<file path="config.mk">
export PLATFORM = sky130hd
export DESIGN_NAME = issue_queue
export DESIGN_NICKNAME = d
export VERILOG_FILES = /design/src/rtl/issue_queue_pkg.sv /design/src/rtl/iq_free_finder.sv /design/src/rtl/issue_queue.sv
export SDC_FILE = /design/constraint.sdc
export NUM_CORES = 1
export LEC_CHECK = 0
export CAP_MARGIN = 20
export CORE_MARGIN = 10
export CORE_UTILIZATION = 55
export DETAILED_ROUTE_END_ITERATION = 8
export DONT_BUFFER_PORTS = 1
export PLACE_DENSITY = 0.73
export SYNTH_ARGS = -nofsm -noshare
export SYNTH_HDL_FRONTEND = slang
export SYNTH_SLANG_ARGS = --single-unit
</file>
<file path="constraint.sdc">
create_clock -name CLK -period 7 [get_ports CLK]
set_input_delay 1.4 -clock CLK [delete_from_list [all_inputs] [get_ports CLK]]
set_output_delay 1.4 -clock CLK [all_outputs]
set_load 0.005 [all_outputs]
</file>
<file path="src/rtl/issue_queue_pkg.sv">
// Shared constants, entry layout and tag-compare helpers for the issue queue.
package issue_queue_pkg;

    localparam int DEPTH     = 16;
    localparam int TAG_W     = 6;
    localparam int PAYLOAD_W = 32;
    localparam int IDX_W     = 4;
    localparam int CNT_W     = 5;
    localparam int LANES     = 2;

    // One source operand: physical tag plus availability.
    typedef struct packed {
        logic [TAG_W-1:0] tag;
        logic             rdy;
    } iq_src_t;

    // Entry contents. The valid bit lives in a separate vector so it can be
    // reset on its own while the data fields are left unreset.
    typedef struct packed {
        logic [PAYLOAD_W-1:0] payload;
        iq_src_t              src1;
        iq_src_t              src2;
    } iq_entry_t;

    // True when any valid broadcast lane carries the given tag.
    function automatic logic tag_hit(
        input logic [TAG_W-1:0]       tag,
        input logic [LANES-1:0]       wb_valid,
        input logic [LANES*TAG_W-1:0] wb_tag
    );
        logic hit;
        hit = 1'b0;
        for (int l = 0; l < LANES; l++) begin
            if (wb_valid[l] && (wb_tag[l*TAG_W +: TAG_W] == tag)) begin
                hit = 1'b1;
            end
        end
        return hit;
    endfunction

    // Source after snooping this cycle's broadcasts; readiness is sticky.
    function automatic iq_src_t wake_src(
        input iq_src_t                src,
        input logic [LANES-1:0]       wb_valid,
        input logic [LANES*TAG_W-1:0] wb_tag
    );
        iq_src_t woken;
        woken     = src;
        woken.rdy = src.rdy | tag_hit(src.tag, wb_valid, wb_tag);
        return woken;
    endfunction

endpackage

</file>
<file path="src/rtl/iq_free_finder.sv">
// Lowest-index free slot finder: priority encoder over the inverted valid bits.
module iq_free_finder
    import issue_queue_pkg::*;
(
    input  logic [DEPTH-1:0] valid,
    output logic [IDX_W-1:0] free_idx,
    output logic             any_free
);

    // Scan from the top down so the lowest empty slot is the last to win.
    always_comb begin
        free_idx = '0;
        any_free = 1'b0;
        for (int i = DEPTH - 1; i >= 0; i--) begin
            if (!valid[i]) begin
                free_idx = IDX_W'(i);
                any_free = 1'b1;
            end
        end
    end

endmodule

</file>
<file path="src/rtl/issue_queue.sv">
// 16-entry out-of-order issue queue: dispatch into the lowest free slot, snoop
// two result-tag buses for wakeup, raise requests to the selector and register
// the granted payload toward execute.
module issue_queue
    import issue_queue_pkg::*;
(
    input  logic                   CLK,
    input  logic                   RESET,
    input  logic                   flush_IN,
    input  logic                   dispatch_valid_IN,
    output logic                   dispatch_ready_OUT,
    input  logic [PAYLOAD_W-1:0]   dispatch_payload_IN,
    input  logic [TAG_W-1:0]       dispatch_src1_tag_IN,
    input  logic [TAG_W-1:0]       dispatch_src2_tag_IN,
    input  logic                   dispatch_src1_rdy_IN,
    input  logic                   dispatch_src2_rdy_IN,
    input  logic [LANES-1:0]       wb_valid_IN,
    input  logic [LANES*TAG_W-1:0] wb_tag_IN,
    output logic [DEPTH-1:0]       request_OUT,
    input  logic                   Issue_IN,
    input  logic [IDX_W-1:0]       grant_index_IN,
    input  logic                   exec_stall_IN,
    output logic                   issue_valid_OUT,
    output logic [PAYLOAD_W-1:0]   issue_payload_OUT,
    output logic [CNT_W-1:0]       count_OUT
);

    logic [DEPTH-1:0]     valid_q;
    logic [DEPTH-1:0]     valid_n;
    iq_entry_t            entry_q [DEPTH];
    iq_entry_t            entry_n [DEPTH];
    iq_entry_t            disp_entry;
    logic [IDX_W-1:0]     free_idx;
    logic                 any_free;
    logic                 grant_valid;
    logic                 dispatch_fire;
    logic                 issue_fire;
    logic [CNT_W-1:0]     count_q;
    logic                 issue_valid_p1;
    logic [PAYLOAD_W-1:0] issue_payload_p1;

    iq_free_finder u_free_finder (
        .valid    (valid_q),
        .free_idx (free_idx),
        .any_free (any_free)
    );

    // Readiness looks only at pre-edge valid bits, so a slot freed by this
    // cycle's issue cannot be refilled until the following cycle.
    assign dispatch_ready_OUT = any_free;
    assign grant_valid        = valid_q[grant_index_IN];
    assign dispatch_fire      = dispatch_valid_IN & any_free & ~flush_IN;
    assign issue_fire         = Issue_IN & ~exec_stall_IN & grant_valid & ~flush_IN;

    assign issue_valid_OUT    = issue_valid_p1;
    assign issue_payload_OUT  = issue_payload_p1;
    assign count_OUT          = count_q;

    // Request every valid entry with both operands ready; a stalled execute
    // stage masks all requests so the selector stays quiet.
    always_comb begin
        request_OUT = '0;
        for (int i = 0; i < DEPTH; i++) begin
            request_OUT[i] = valid_q[i] & entry_q[i].src1.rdy &
                             entry_q[i].src2.rdy & ~exec_stall_IN;
        end
    end

    // Build the incoming entry, bypassing same-cycle broadcasts into its rdy bits.
    always_comb begin
        disp_entry.payload  = dispatch_payload_IN;
        disp_entry.src1.tag = dispatch_src1_tag_IN;
        disp_entry.src1.rdy = dispatch_src1_rdy_IN;
        disp_entry.src2.tag = dispatch_src2_tag_IN;
        disp_entry.src2.rdy = dispatch_src2_rdy_IN;
        disp_entry.src1     = wake_src(disp_entry.src1, wb_valid_IN, wb_tag_IN);
        disp_entry.src2     = wake_src(disp_entry.src2, wb_valid_IN, wb_tag_IN);
    end

    // Next entry contents: wake resident operands, then overlay the dispatch slot.
    always_comb begin
        for (int i = 0; i < DEPTH; i++) begin
            entry_n[i] = entry_q[i];
            if (valid_q[i]) begin
                entry_n[i].src1 = wake_src(entry_q[i].src1, wb_valid_IN, wb_tag_IN);
                entry_n[i].src2 = wake_src(entry_q[i].src2, wb_valid_IN, wb_tag_IN);
            end
            if (dispatch_fire && (free_idx == IDX_W'(i))) begin
                entry_n[i] = disp_entry;
            end
        end
    end

    // Next valid vector: flush clears everything, otherwise free the granted
    // slot and claim the dispatch slot (never the same slot, since the grant
    // must point at a valid entry and dispatch only targets an empty one).
    always_comb begin
        valid_n = valid_q;
        if (flush_IN) begin
            valid_n = '0;
        end else begin
            if (issue_fire) begin
                valid_n[grant_index_IN] = 1'b0;
            end
            if (dispatch_fire) begin
                valid_n[free_idx] = 1'b1;
            end
        end
    end

    // Entry data registers; contents of empty slots are don't-care, so no reset.
    always_ff @(posedge CLK) begin
        for (int i = 0; i < DEPTH; i++) begin
            entry_q[i] <= entry_n[i];
        end
    end

    // Occupancy, valid bits and the issue register toward execute.
    always_ff @(posedge CLK or negedge RESET) begin
        if (!RESET) begin
            valid_q          <= '0;
            count_q          <= '0;
            issue_valid_p1   <= 1'b0;
            issue_payload_p1 <= '0;
        end else begin
            valid_q <= valid_n;
            if (flush_IN) begin
                count_q        <= '0;
                issue_valid_p1 <= 1'b0;
            end else begin
                count_q <= count_q + CNT_W'(dispatch_fire) - CNT_W'(issue_fire);
                if (!exec_stall_IN) begin
                    issue_valid_p1 <= issue_fire;
                    if (issue_fire) begin
                        issue_payload_p1 <= entry_q[grant_index_IN].payload;
                    end
                end
            end
        end
    end

    // Catch a selector grant aimed at an empty slot; the grant itself is dropped.
    always_ff @(posedge CLK) begin
        if (RESET && Issue_IN && !exec_stall_IN && !flush_IN) begin
            assert (grant_valid);
        end
    end

endmodule
</file>
==> results of run 1 <==
metal layers:
| layer | vias up | global-route usage | wire length [um] |
|---|---|---|---|
| met3 | 187 | 0.0523 | 6980 |
| li1 | 7650 | - | - |
| met5 | - | 0 | 0 |
| met2 | 832 | 0.376 | 40000 |
| met4 | 0 | 0.0789 | 2590 |
| met1 | 9416 | 0.306 | 33200 |
cells in the final DEF, fill, tap and decap left out, drive strengths merged, types with 7 or more instances in the layout:
master and instances:
a21oi 28, a221oi 32, a22o 32, and4b 14, buf 23, bufinv 8
clkbuf 109, clkinv 24, dfrtp 54, edfxtp 736, inv 23, mux2i 21
mux4 132, nand2 53, nand2b 15, nand3 8, nand4 70, nor2 13
nor2b 7, nor3 29, nor4 79, o21ai 48, or2 7, xnor2 205
xor2 207
logic make-up (layout without fill, tap and decap cells):
logic type | after synthesis | count (layout) | synth area share
compound gates | 153 | 153 | 0.0312
fa+ha+maj | 6 | 6 | 0.00244
flops | 790 | 790 | 0.693
buf+inv | 136 | 187 | 0.0193
xor+xnor | 412 | 412 | 0.107
mux | 153 | 153 | 0.0940
simple gates | 312 | 312 | 0.0538
state kept, by name, summed over array words and instances, names as in the netlist:
register           count
issue_valid_OUT        1
valid_q               16
issue_payload_OUT     32
count_OUT              5
entry_q              736
worst max-delay path: cells and delay by family:
family	cells	cell delay, ns
AO/OA/AOI/OAI	2	0.20
adder cells (fa/ha/maj)	3	0.88
multiplexers	1	0.52
XOR/XNOR	1	0.15
AND/OR/NAND/NOR	3	1.03
buffers and inverters	4	0.28
stage by stage:
stage               utilization  power [mW]  hold slack [ns]  cell area (um^2)
CTS                       0.613        9.89            0.446             37200
detailed placement        0.570        5.67            0.524             34600
global placement          0.569        5.66            0.522             34500
finish                    0.613        9.83            0.484             37200
global route              0.613        10.1            0.446             37200
floorplan                     -        5.69            0.476             33900
final timing paths:
path	from	endpoint	slack [ns]	depth (start not counted)
max	grant_index_IN[0]	count_OUT[4]$_DFF_PN0_	2.87	14
min	RESET	issue_payload_OUT[25]$_DFFE_PN0P_	0.48	0
max reg2reg	valid_q[0]$_DFF_PN0_	count_OUT[4]$_DFF_PN0_	3.18	14
min reg2reg	issue_payload_OUT[3]$_DFFE_PN0P_	issue_payload_OUT[3]$_DFFE_PN0P_	0.53	2
max in group asynchronous	RESET	valid_q[2]$_DFF_PN0_	6.40	0
min in group CLK	issue_payload_OUT[3]$_DFFE_PN0P_	issue_payload_OUT[3]$_DFFE_PN0P_	0.53	2
area by class of cell:
type                    instances  share of cell area
clock buffers                 109              0.0597
inverters                      19             0.00192
clock inverters                36              0.0107
flip-flops and latches        790               0.630
multi-input cells            1036               0.265
repair buffers                 23             0.00572
well taps                     782              0.0263
power by group:
group,switching [mW],total (mW),internal (mW)
logic,0.144,0.340,0.196
registers,0.0332,5.24,5.20
clock network,1.74,4.26,2.52
total,1.91,9.83,7.92
==> flow_metrics.py, run 1 <==
metrics = {
    "timing": {
        "maxSlewHeadroom": 0.280,
        "min_period_ns": 4.13,
        "grt_setup_unrepaired": "no",
        "hold_viol": 0,
        "slew_violations": 0,
        "fmax_ghz": 0.242,
        "post-route-period-util": 0.590,
        "fin_skew_ns": 0.0208,
        "setup_tns_ns": 0,
        "setup_violations": 0,
        "worstMarginPinSlew_ns": 1.08,
        "setup_slack_ns": 2.87,
    },
    "layout": {
        "insertedDiodeCount": 0,
        "final_nets": 2026,
        "final-seq-area_um2": 23500,
        "syn_to_final_growth_pct": 9.89,
        "multi_input_area_um2": 9870,
        "drive_gt1_frac": 0.152,
        "fill_cells": 4203,
        "layoutNonFillerInstCount": 2795,
    },
    "routing": {
        "drt_iter0_markers": 2067,
        "post_drt_wl_per_cell_um": 29.6,
        "drc": 0,
        "num_vias": 18100,
        "routed_wl_mm": 82.7,
        "via_per_inst": 6.47,
        "drt-pass1-iter-count": 5,
        "postRouteAntennaNets": 0,
    },
    "clock_tree": {
        "cts_buffers": 80,
        "post_cts_buffers": 0,
        "hold_buffers": 0,
        "cts_max_level": 3,
        "clockRootBuffer": "clkbuf_16",
        "clockBufferDepth": 3,
        "clk_pin_slew_ns": 0.06,
        "cts_tree": "yes",
        "clock_sinks": 790,
        "clk_latency_ns": 0.62,
        "cts.repair.resized": 0,
    },
    "grt": {
        "antenna_found_initial": 1,
        "track_usage": 0.232,
        "overflow": 0,
        "grt_pass1_wl_mm": 123,
        "grt_pass1_vias": 18800,
        "grt_max_degree": 137,
    },
    "power": {
        "peakVddDrop_uv": 238,
        "p_leak_nw": 12.0,
        "power_density_nw_per_um2": 264,
    },
    "placement": {
        "portBuffers": 0,
        "gp_congestion": 0.957,
        "dp_hpwl_mm": 45.3,
        "placedCellCount": 2649,
        "place_ws_ns": 2.36,
    },
    "die": {
        "core_um2": 60700,
        "die_area_um2": 71900,
        "die_height_um": 268,
        "initial_utilization": 0.558,
        "fp-row-count": 90,
        "ioPinCount": 125,
        "die_w_um": 268,
    },
    "synth": {
        "synth_edf_count": 736,
        "synth_most_common_cell": "edfxtp_1",
        "synth_top_flop_cell": "edfxtp_1",
        "synth_warnings": 0,
        "syn_avg_cell_area_um2": 17.3,
        "ys_seq_area_frac": 0.693,
        "yosys.area.top_type": "edfxtp_1",
        "ys_top_cells_by_area": "edfxtp_1, mux4_2, xor2_1",
        "synth_seq_cells": 790,
        "synth_top_area_share": 0.653,
        "async_flop_share": 0.0684,
        "synthTopCellsByCount": "edfxtp_1, xor2_1, xnor2_1",
        "synthCells": 1962,
        "synth_area_um2": 33900,
        "synthesis.nets": 2038,
        "yosysUniqueCellTypes": 51,
    },
    "critical_path": {
        "crit_chain": "mux4_2 > nand3_1 > and4_4 > inv_1 > ha_1 > inv_1 > ha_1 > inv_1 > fa_1 > inv_1 > a21o_1 > a21oi_1 > xnor2_1 > nor2_1",
        "crit_type": "primary input to register",
        "path_max_fanout": 136,
        "end_kind": "register",
        "crit_required_ns": 7.50,
        "cp_slowest_cell": "and4_4",
        "worst_setup_path_start_kind": "primary input",
        "crit_top_cell": "inv_1",
        "cp_slowest_stage_delay_ns": 0.76,
        "crit_arrival_ns": 4.63,
    },
    "worst_hold_path": {
        "min_path_type": "primary input to asynchronous set/reset pin",
    },
    "status": {
        "status": "completed",
    },
    "run": {
        "maxCapViolCount": 0,
    },
}
Note: power is estimated with default switching activity, not from simulation.
==> inputs of run 2 (changes only) <==
- PLACE_DENSITY: 0.73 -> 0.76
- clock period: 7 -> 3.6 ns (I/O delays scaled with it)
==> run 2 against run 1 <==
Net effect:
- combinational power up 110%
- wire length up 3.1%
- non-clock buffer count up 22
- first-iteration DRC count down 8.3%
- core utilization up 0.55 points
- critical path depth unchanged
- flip-flop and latch count unchanged
- critical endpoint unchanged
- largest power group unchanged
==> flow_metrics.py, run 2 (same netlist as run 1, synthesis figures left out) <==
metrics = {
    "status": {
        "status": "completed",
    },
    "critical_path": {
        "path_max_fanout": 8,
        "worst_setup_path_start_kind": "register",
        "crit_required_ns": 4.09,
        "ff2ff_path_depth": 14,
        "crit_arrival_ns": 3.55,
        "r2r-start": "valid_q[3]$_DFF_PN0_",
        "cp-startpoint": "valid_q[3]$_DFF_PN0_",
        "crit_type": "register to register",
        "end_kind": "register",
    },
    "worst_hold_path": {
        "hold_path.startpoint": "flush_IN",
        "min_path_type": "primary input to register",
        "whs_path_depth": 1,
    },
    "clock_tree": {
        "post_cts_buffers": 0,
        "cts_buffers": 79,
        "clk_latency_ns": 0.63,
        "clock_sinks": 790,
        "clockBufferDepth": 3,
        "cts_tree": "yes",
        "clk_pin_slew_ns": 0.06,
        "clockRootBuffer": "clkbuf_16",
        "cts_max_level": 3,
    },
    "grt": {
        "track_usage": 0.239,
        "grt_pass1_wl_mm": 126,
        "grt_max_degree": 137,
        "antenna_found_initial": 0,
        "grt_pass1_vias": 19200,
        "overflow": 0,
    },
    "die": {
        "fp-row-count": 90,
        "ioPinCount": 125,
        "die_area_um2": 71900,
        "core_um2": 60700,
        "die_w_um": 268,
        "initial_utilization": 0.558,
        "die_height_um": 268,
    },
    "routing": {
        "drt_iter0_markers": 1895,
        "drc": 0,
        "routed_wl_mm": 85.3,
        "via_per_inst": 6.55,
        "post_drt_wl_per_cell_um": 30.3,
        "num_vias": 18500,
        "postRouteAntennaNets": 0,
        "drt-pass1-iter-count": 5,
    },
    "power": {
        "p_sw_frac": 0.204,
        "p_comb_frac": 0.037,
        "p_seq_frac": 0.538,
        "p_clk_frac": 0.424,
        "p_leak_nw": 12.1,
        "p_sw_mw": 3.86,
        "power_density_nw_per_um2": 504,
        "power_mw": 18.9,
        "intPower_mw": 15.0,
        "peakVddDrop_uv": 490,
    },
    "timing": {
        "grt_setup_unrepaired": "no",
        "setup_violations": 0,
        "fin_skew_ns": 0.0378,
        "hold_viol": 0,
        "timing.hold.ws_ns": 0.179,
        "maxSlewHeadroom": 0.298,
        "post-route-period-util": 0.851,
        "worstMarginPinSlew_ns": 1.05,
        "setup_tns_ns": 0,
        "min_period_ns": 3.06,
        "slew_violations": 0,
        "fmax_ghz": 0.326,
        "setup_slack_ns": 0.537,
    },
    "layout": {
        "layoutNonFillerInstCount": 2819,
        "layout_commonest_cell": "edfxtp_1",
        "insertedDiodeCount": 0,
        "final_nets": 2047,
        "drive_gt1_frac": 0.162,
        "largest_reg_flops": 736,
        "layout_common_cells": "edfxtp_1, xor2_1, xnor2_1",
        "final_core_util": 0.618,
        "design_area_um2": 37500,
        "largest-register": "entry_q",
        "syn_to_final_growth_pct": 10.9,
    },
    "placement": {
        "placedCellCount": 2670,
        "place_ws_ns": 0.333,
        "dp_hpwl_mm": 46.8,
        "dpl_cell_area_um2": 34900,
        "gp_congestion": 0.904,
        "portBuffers": 0,
    },
    "run": {
        "maxCapViolCount": 0,
    },
}
-- run 2: changes by cell type in the layout (fill, tap and decap cells not counted), sizes merged --
cell	previous run	this run
clkbuf	109	105
dlygate4sd3	0	1
clkinv	24	31
inv	23	22
buf	23	44
clkinvlp	0	5
bufinv	8	3
-- run 2: routing by layer --
metal,global-route usage,routed length (um),up-vias
met2,0.395,42600,991
met3,0.0527,7710,211
met5,0,0,-
li1,-,-,7684
met4,0.0901,2890,0
met1,0.306,32100,9586
-- run 2: path summary, 6_finish.rpt --
path                                                          end  slack (ns)
worst min-delay path                        valid_q[13]$_DFF_PN0_        0.18
worst max register to register             count_OUT[4]$_DFF_PN0_        0.54
min in group asynchronous       issue_payload_OUT[16]$_DFFE_PN0P_        0.68
max in group asynchronous                    valid_q[2]$_DFF_PN0_        2.60
worst min register to register  issue_payload_OUT[20]$_DFFE_PN0P_        0.53
worst max-delay path                       count_OUT[4]$_DFF_PN0_        0.54
-- run 2: worst max-delay path: stages, from the launching register on --
cell	delay, ns
dfrtp_1	0.51
mux4_2	0.51
nand3b_1	0.17
and4_2	0.27
inv_1	0.05
ha_1	0.28
inv_1	0.06
ha_1	0.16
inv_1	0.06
fa_1	0.43
inv_1	0.07
a21o_1	0.10
a21oi_1	0.07
xnor2_1	0.15
nor2_1	0.05
-- run 2: timing repair --
| action | in CTS | in global routing |
|---|---|---|
| endpoints found under the setup margin | 0 | 0 |
| resized for setup | 0 | 0 |
| endpoints found under the hold margin | 54 | 0 |
| hold buffers | 2 | 0 |
-- run 2: final cells by class --
| type | count | area, um^2 |
|---|---|---|
| clock buffer | 105 | 2190 |
| clock inverter | 42 | 368 |
| tap | 782 | 978 |
| sequential | 790 | 23500 |
| inverter | 19 | 71.3 |
| fill | 4102 | 23200 |
| timing repair buffer | 45 | 598 |
| multi-input combinational | 1036 | 9880 |
-- run 2: power by group through the flow --
stage                     clock network [mW]  registers [mW]  logic [mW]
final                                   8.02            10.2       0.704
after global routing                    8.48            10.2       0.762
after CTS                               8.12            10.2       0.708
after detailed placement                   0            10.4       0.678
after global placement                     0            10.4       0.657
after floorplan                            0            10.3       0.712
